### config.mk
export PLATFORM = sky130hd
export DESIGN_NAME = serial_subtractor
export DESIGN_NICKNAME = d
export VERILOG_FILES = /design/src/rtl/serial_arith_pkg.sv /design/src/rtl/full_subtractor.sv /design/src/rtl/serial_subtractor.sv
export SDC_FILE = /design/constraint.sdc
export NUM_CORES = 1
export LEC_CHECK = 0
export ABC_AREA = 1
export BUFFER_PORTS_ARGS = -buffer_cell sky130_fd_sc_hd__clkbuf_2
export CORE_ASPECT_RATIO = 1.1
export CORE_UTILIZATION = 50
export DETAILED_ROUTE_END_ITERATION = 7
export GPL_ROUTABILITY_DRIVEN = 1
export PLACE_DENSITY = 0.78
export SLEW_MARGIN = 5
export SYNTH_ARGS = -nofsm -noshare
export SYNTH_HDL_FRONTEND = slang
export SYNTH_SLANG_ARGS = --single-unit
### constraint.sdc
create_clock -name clk -period 2.9 [get_ports clk]
set_clock_uncertainty 0.05 [all_clocks]
set_input_delay 0 -clock clk [delete_from_list [all_inputs] [get_ports clk]]
set_output_delay 0 -clock clk [all_outputs]
set_load 0.03 [all_outputs]
### src/rtl/serial_arith_pkg.sv
// ----------------------------------------------------------------------------
// serial_arith_pkg
// Shared types for the bit-serial arithmetic blocks.
//   state_t : control state of the serial subtractor (IDLE, RUN, DONE)
// Width-dependent constants (counter width) are computed inside each module
// because they depend on that module's WIDTH parameter.
// ----------------------------------------------------------------------------
package serial_arith_pkg;

    typedef enum logic [1:0] {
        IDLE = 2'd0,
        RUN  = 2'd1,
        DONE = 2'd2
    } state_t;

endpackage : serial_arith_pkg

### src/rtl/full_subtractor.sv
// ----------------------------------------------------------------------------
// full_subtractor
// One-bit combinational full subtractor: a - b - bin.
// Ports:
//   a    in  1  minuend bit
//   b    in  1  subtrahend bit
//   bin  in  1  borrow in
//   d    out 1  difference bit
//   bout out 1  borrow out
// ----------------------------------------------------------------------------
module full_subtractor (
    input  logic a,
    input  logic b,
    input  logic bin,
    output logic d,
    output logic bout
);

    logic axb_s;

    assign axb_s = a ^ b;
    assign d     = axb_s ^ bin;
    // Borrow when the minuend bit is 0 and the subtrahend bit is 1, or when
    // both bits are equal and a borrow is already pending.
    assign bout  = (~a & b) | (~axb_s & bin);

endmodule : full_subtractor

### src/rtl/serial_subtractor.sv
// ----------------------------------------------------------------------------
// serial_subtractor
// Bit-serial WIDTH-bit subtractor, diff = a - b - bin, processed LSB first,
// one bit per clock through a single full_subtractor cell.
// Parameters:
//   WIDTH     operand/result width in bits (>= 2)
// Ports:
//   clk       in  1      rising-edge clock
//   rst       in  1      synchronous active-high reset
//   in_valid  in  1      operands a, b, bin presented
//   in_ready  out 1      operands can be accepted this cycle
//   a         in  WIDTH  minuend
//   b         in  WIDTH  subtrahend
//   bin       in  1      borrow in
//   out_valid out 1      result held on diff/bout
//   out_ready in  1      consumer accepts result this cycle
//   diff      out WIDTH  (a - b - bin) mod 2^WIDTH
//   bout      out 1      1 iff a < b + bin (unsigned)
//   busy      out 1      high while bits are being processed
// Timing: operands accepted on edge T, out_valid is high after edge T+WIDTH.
// In DONE, in_ready follows out_ready so a result can be drained and new
// operands captured on the same edge.
// ----------------------------------------------------------------------------
module serial_subtractor #(
    parameter int WIDTH = 8
) (
    input  logic             clk,
    input  logic             rst,
    input  logic             in_valid,
    output logic             in_ready,
    input  logic [WIDTH-1:0] a,
    input  logic [WIDTH-1:0] b,
    input  logic             bin,
    output logic             out_valid,
    input  logic             out_ready,
    output logic [WIDTH-1:0] diff,
    output logic             bout,
    output logic             busy
);

    import serial_arith_pkg::*;

    localparam int              CNT_W    = (WIDTH > 1) ? $clog2(WIDTH) : 1;
    localparam logic [CNT_W-1:0] LAST_CNT = CNT_W'(WIDTH - 1);
    localparam logic [CNT_W-1:0] CNT_ONE  = CNT_W'(1);

    state_t           state_r;
    state_t           state_next_s;
    logic [WIDTH-1:0] a_sr_r;
    logic [WIDTH-1:0] b_sr_r;
    logic [WIDTH-1:0] diff_r;
    logic [CNT_W-1:0] cnt_r;
    logic             borrow_r;
    logic             bout_r;
    logic             d_s;
    logic             borrow_next_s;
    logic             in_ready_s;
    logic             accept_s;
    logic             last_s;

    // Single arithmetic cell fed from the LSBs of the operand shifters.
    full_subtractor u_fs (
        .a    (a_sr_r[0]),
        .b    (b_sr_r[0]),
        .bin  (borrow_r),
        .d    (d_s),
        .bout (borrow_next_s)
    );

    assign last_s   = (state_r == RUN) && (cnt_r == LAST_CNT);
    assign accept_s = in_valid & in_ready_s;

    // Next-state and input-side ready decode.
    always_comb begin
        in_ready_s   = 1'b0;
        state_next_s = state_r;
        case (state_r)
            IDLE: begin
                in_ready_s = 1'b1;
                if (in_valid) begin
                    state_next_s = RUN;
                end else begin
                    state_next_s = IDLE;
                end
            end
            RUN: begin
                in_ready_s = 1'b0;
                if (last_s) begin
                    state_next_s = DONE;
                end else begin
                    state_next_s = RUN;
                end
            end
            DONE: begin
                // Draining the result frees the datapath on the same edge.
                in_ready_s = out_ready;
                if (out_ready) begin
                    if (in_valid) begin
                        state_next_s = RUN;
                    end else begin
                        state_next_s = IDLE;
                    end
                end else begin
                    state_next_s = DONE;
                end
            end
            default: begin
                in_ready_s   = 1'b0;
                state_next_s = IDLE;
            end
        endcase
    end

    // State register, operand shifters, bit counter, borrow and result registers.
    always_ff @(posedge clk) begin
        if (rst) begin
            state_r  <= IDLE;
            a_sr_r   <= {WIDTH{1'b0}};
            b_sr_r   <= {WIDTH{1'b0}};
            diff_r   <= {WIDTH{1'b0}};
            cnt_r    <= {CNT_W{1'b0}};
            borrow_r <= 1'b0;
            bout_r   <= 1'b0;
        end else begin
            state_r <= state_next_s;
            if (accept_s) begin
                a_sr_r   <= a;
                b_sr_r   <= b;
                borrow_r <= bin;
                cnt_r    <= {CNT_W{1'b0}};
            end else if (state_r == RUN) begin
                a_sr_r   <= {1'b0, a_sr_r[WIDTH-1:1]};
                b_sr_r   <= {1'b0, b_sr_r[WIDTH-1:1]};
                // Result bits enter at the MSB so after WIDTH shifts the
                // first (LSB) difference bit sits at position 0.
                diff_r   <= {d_s, diff_r[WIDTH-1:1]};
                borrow_r <= borrow_next_s;
                cnt_r    <= cnt_r + CNT_ONE;
                if (last_s) begin
                    bout_r <= borrow_next_s;
                end
            end
        end
    end

    assign in_ready  = in_ready_s;
    assign out_valid = (state_r == DONE);
    assign busy      = (state_r == RUN);
    assign diff      = diff_r;
    assign bout      = bout_r;

endmodule : serial_subtractor
==> metrics <==
# setup viols final 0; number of unique standard cell types used by synthesis 23; post_cts resized 0; setup ws final roughly 1300 ps; DR WL/cell approximately 11 um; Area Overhead vs Synth 20.3%; Max VDD drop between 0.3 and 0.4 mV; via count 1424; Critical Path Start state_r[0]; CP Launch Type flop; Layout Utilization 65.2%; largest area contributor in the netlist dfxtp_1; First-pass DRT Iterations 4; met2 Usage GRT 37.7%; std cell rows 20; most frequent cells in the layout 51 x nand2_1, 32 x clkbuf_2, 31 x dfxtp_1; vias per inst ~5.0; clock buffer depth 2; period utilization between 50% and 60%; fraction of layout cells with a size suffix above 1 18.5%; register-to-register setup slack roughly 1300 ps; Min-Delay Startpoint bin; Root Driver clkbuf_4; met1 Use GR approximately 27%; DR iter-0 viols 37; crit-path max FO 17; drt drc 0; status complete, no violations; #FFs+latches synth 31; RSZ-0062 raised after global routing false; Worst EP arrival 1830 ps; filler instances between 200 and 300; CP Capture Type flop; Post-Synthesis Cell Area about 1500 um2; fin nets between 200 and 300; r2r endpoint b_sr_r[6]; Routed WL between 3 and 4 mm; Mapped Nets ~240; Slew headroom between 60 and 70%; pwr/cell area between 400 and 500 nW/um2; Mapped Avg Cell Area between 7 and 8 um2; Setup crit end b_sr_r[6]; Total GRT Usage 23.1%; synth top area cells dfxtp_1 41%, nand2_1 13%, a21oi_1 6.9%, nand3_1 6.5%, nand4_1 6.1%; Leak Pwr 0.896 nW; Synth top area share 40.5%; full die area approximately 3300 um2; die boundary width ~55 um; largest net degree at the start of global routing 35; post-synthesis cell count between 200 and 250; fmax roughly 610 MHz; vias in the first global route about 1300; Critical Path RT slightly above 3000 ps; first-pass GRT wire length about 5.4 mm; Max Slew Vio Count 0; Seq. cell area 621 um2; CTS buffer count 5; H-tree Lvls 2; post-route ant nets 0; final hold vios 0; worst skew pair latency 330 ps; Max-Cap Viols 0; GRT busiest layer met2; Initial Util between 50% and 60%; Seq/Total Area, Yosys 40.5%; critical path type flop to flop; total gr overflow 0; Core ar. about 2800 um2; number of diodes 0; clock sinks 31; PortBufs 32; Die Y 60.0 um; IO Pins 33; Setup Fix Bufs, Post-CTS 0; Ys Warns 0; footprint of the multi-input gates slightly above 700 um2; Least-Margin Pin Slew approximately 450 ps; TritonCTS clock tree built; Setup TNS 0 ps; pre-CTS setup slack about 1300 ps; reg-to-reg startpoint state_r[0]; GP Congestion about 0.77; post-route minimum period approximately 1600 ps; CTS clk-pin slew, worst paths about 90 ps; R2R cell count 7; HPWL after DPL 1.95 mm; Hold Path Class input port to flop; met3 Use GR 8.40%; initial antenna violation count 0; most common cell after layout, fill and taps aside nand2_1
Yosys cell counts (all sizes together):
library cell	count
dfxtp	31
nand3	21
or2	1
nand2	54
fa	1
a21oi	23
o21ai	8
nor2	19
clkbuf	3
ha	2
buf	11
inv	23
xnor2	1
nand4	15
layer usage:
| metal | up-vias | wire, um |
|---|---|---|
| met5 | - | 0 |
| met4 | 0 | 59 |
| met3 | 6 | 146 |
| met2 | 39 | 1440 |
| met1 | 607 | 1520 |
| li1 | 772 | - |
metrics by stage:
stage	cell area, um2	hold WS [ps]	cells	power (W)
final	1840	14.4	287	0.000893
after floorplan	1530	118	213	0.000631
after global routing	1840	22.7	287	0.000951
after CTS	1840	4.59	287	0.000900
after detailed placement	1640	210	265	0.000666
after global placement	1640	209	265	0.000663
area by class of cell:
| cell class | count | area share [%] |
|---|---|---|
| flip-flops and latches | 31 | 33.7 |
| clock buffers | 6 | 2.24 |
| multi-input cells | 145 | 39.2 |
| inverters | 23 | 4.82 |
| repair buffers | 49 | 17.8 |
| well taps | 33 | 2.24 |
repair_timing:
item | in CTS | in global routing
setup endpoints to repair | 0 | 0
hold buffers | 16 | 0
endpoints found under the hold margin | 16 | 0
logic make-up after synthesis:
kind of cell | after synthesis | synth area share, %
buf+inv | 37 | 12.3
compound gates | 31 | 10.6
xor+xnor | 1 | 0.572
flops | 31 | 40.5
simple gates | 110 | 33.1
fa+ha+maj | 3 | 2.94
critical path, cell delays in order (launching register included):
cell and delay [ps]:
dfxtp_1 370, inv_2 160, nor2_4 360, buf_4 280, nand2_1 70, nand2_1 60, nand2_1 60, a21oi_1 130
worst min-delay path by stage:
stage,endpoint,slack (ps),cells past startpoint
2_1_floorplan,a_sr_r[7],120,2
3_3_place_gp,a_sr_r[7],210,3
3_5_place_dp,a_sr_r[7],210,3
4_1_cts,a_sr_r[0],5,5
5_1_grt,borrow_r,20,5
6_report,borrow_r,10,5
state kept, by name, indices dropped and copies added, names as in the netlist:
signal	cells
cnt_r	3
b_sr_r	8
state_r	2
a_sr_r	8
diff	8
bout	1
borrow_r	1
report_power, final:
| part | switching (W) | leakage [nW] | internal, W |
|---|---|---|---|
| sequential | 0.0000192 | 0.255 | 0.000459 |
| combinational | 0.000122 | 0.617 | 0.0000735 |
| clock | 0.000133 | 0.0242 | 0.0000860 |
| total | 0.000274 | 0.896 | 0.000618 |
Note: power is estimated with default switching activity, not from simulation.
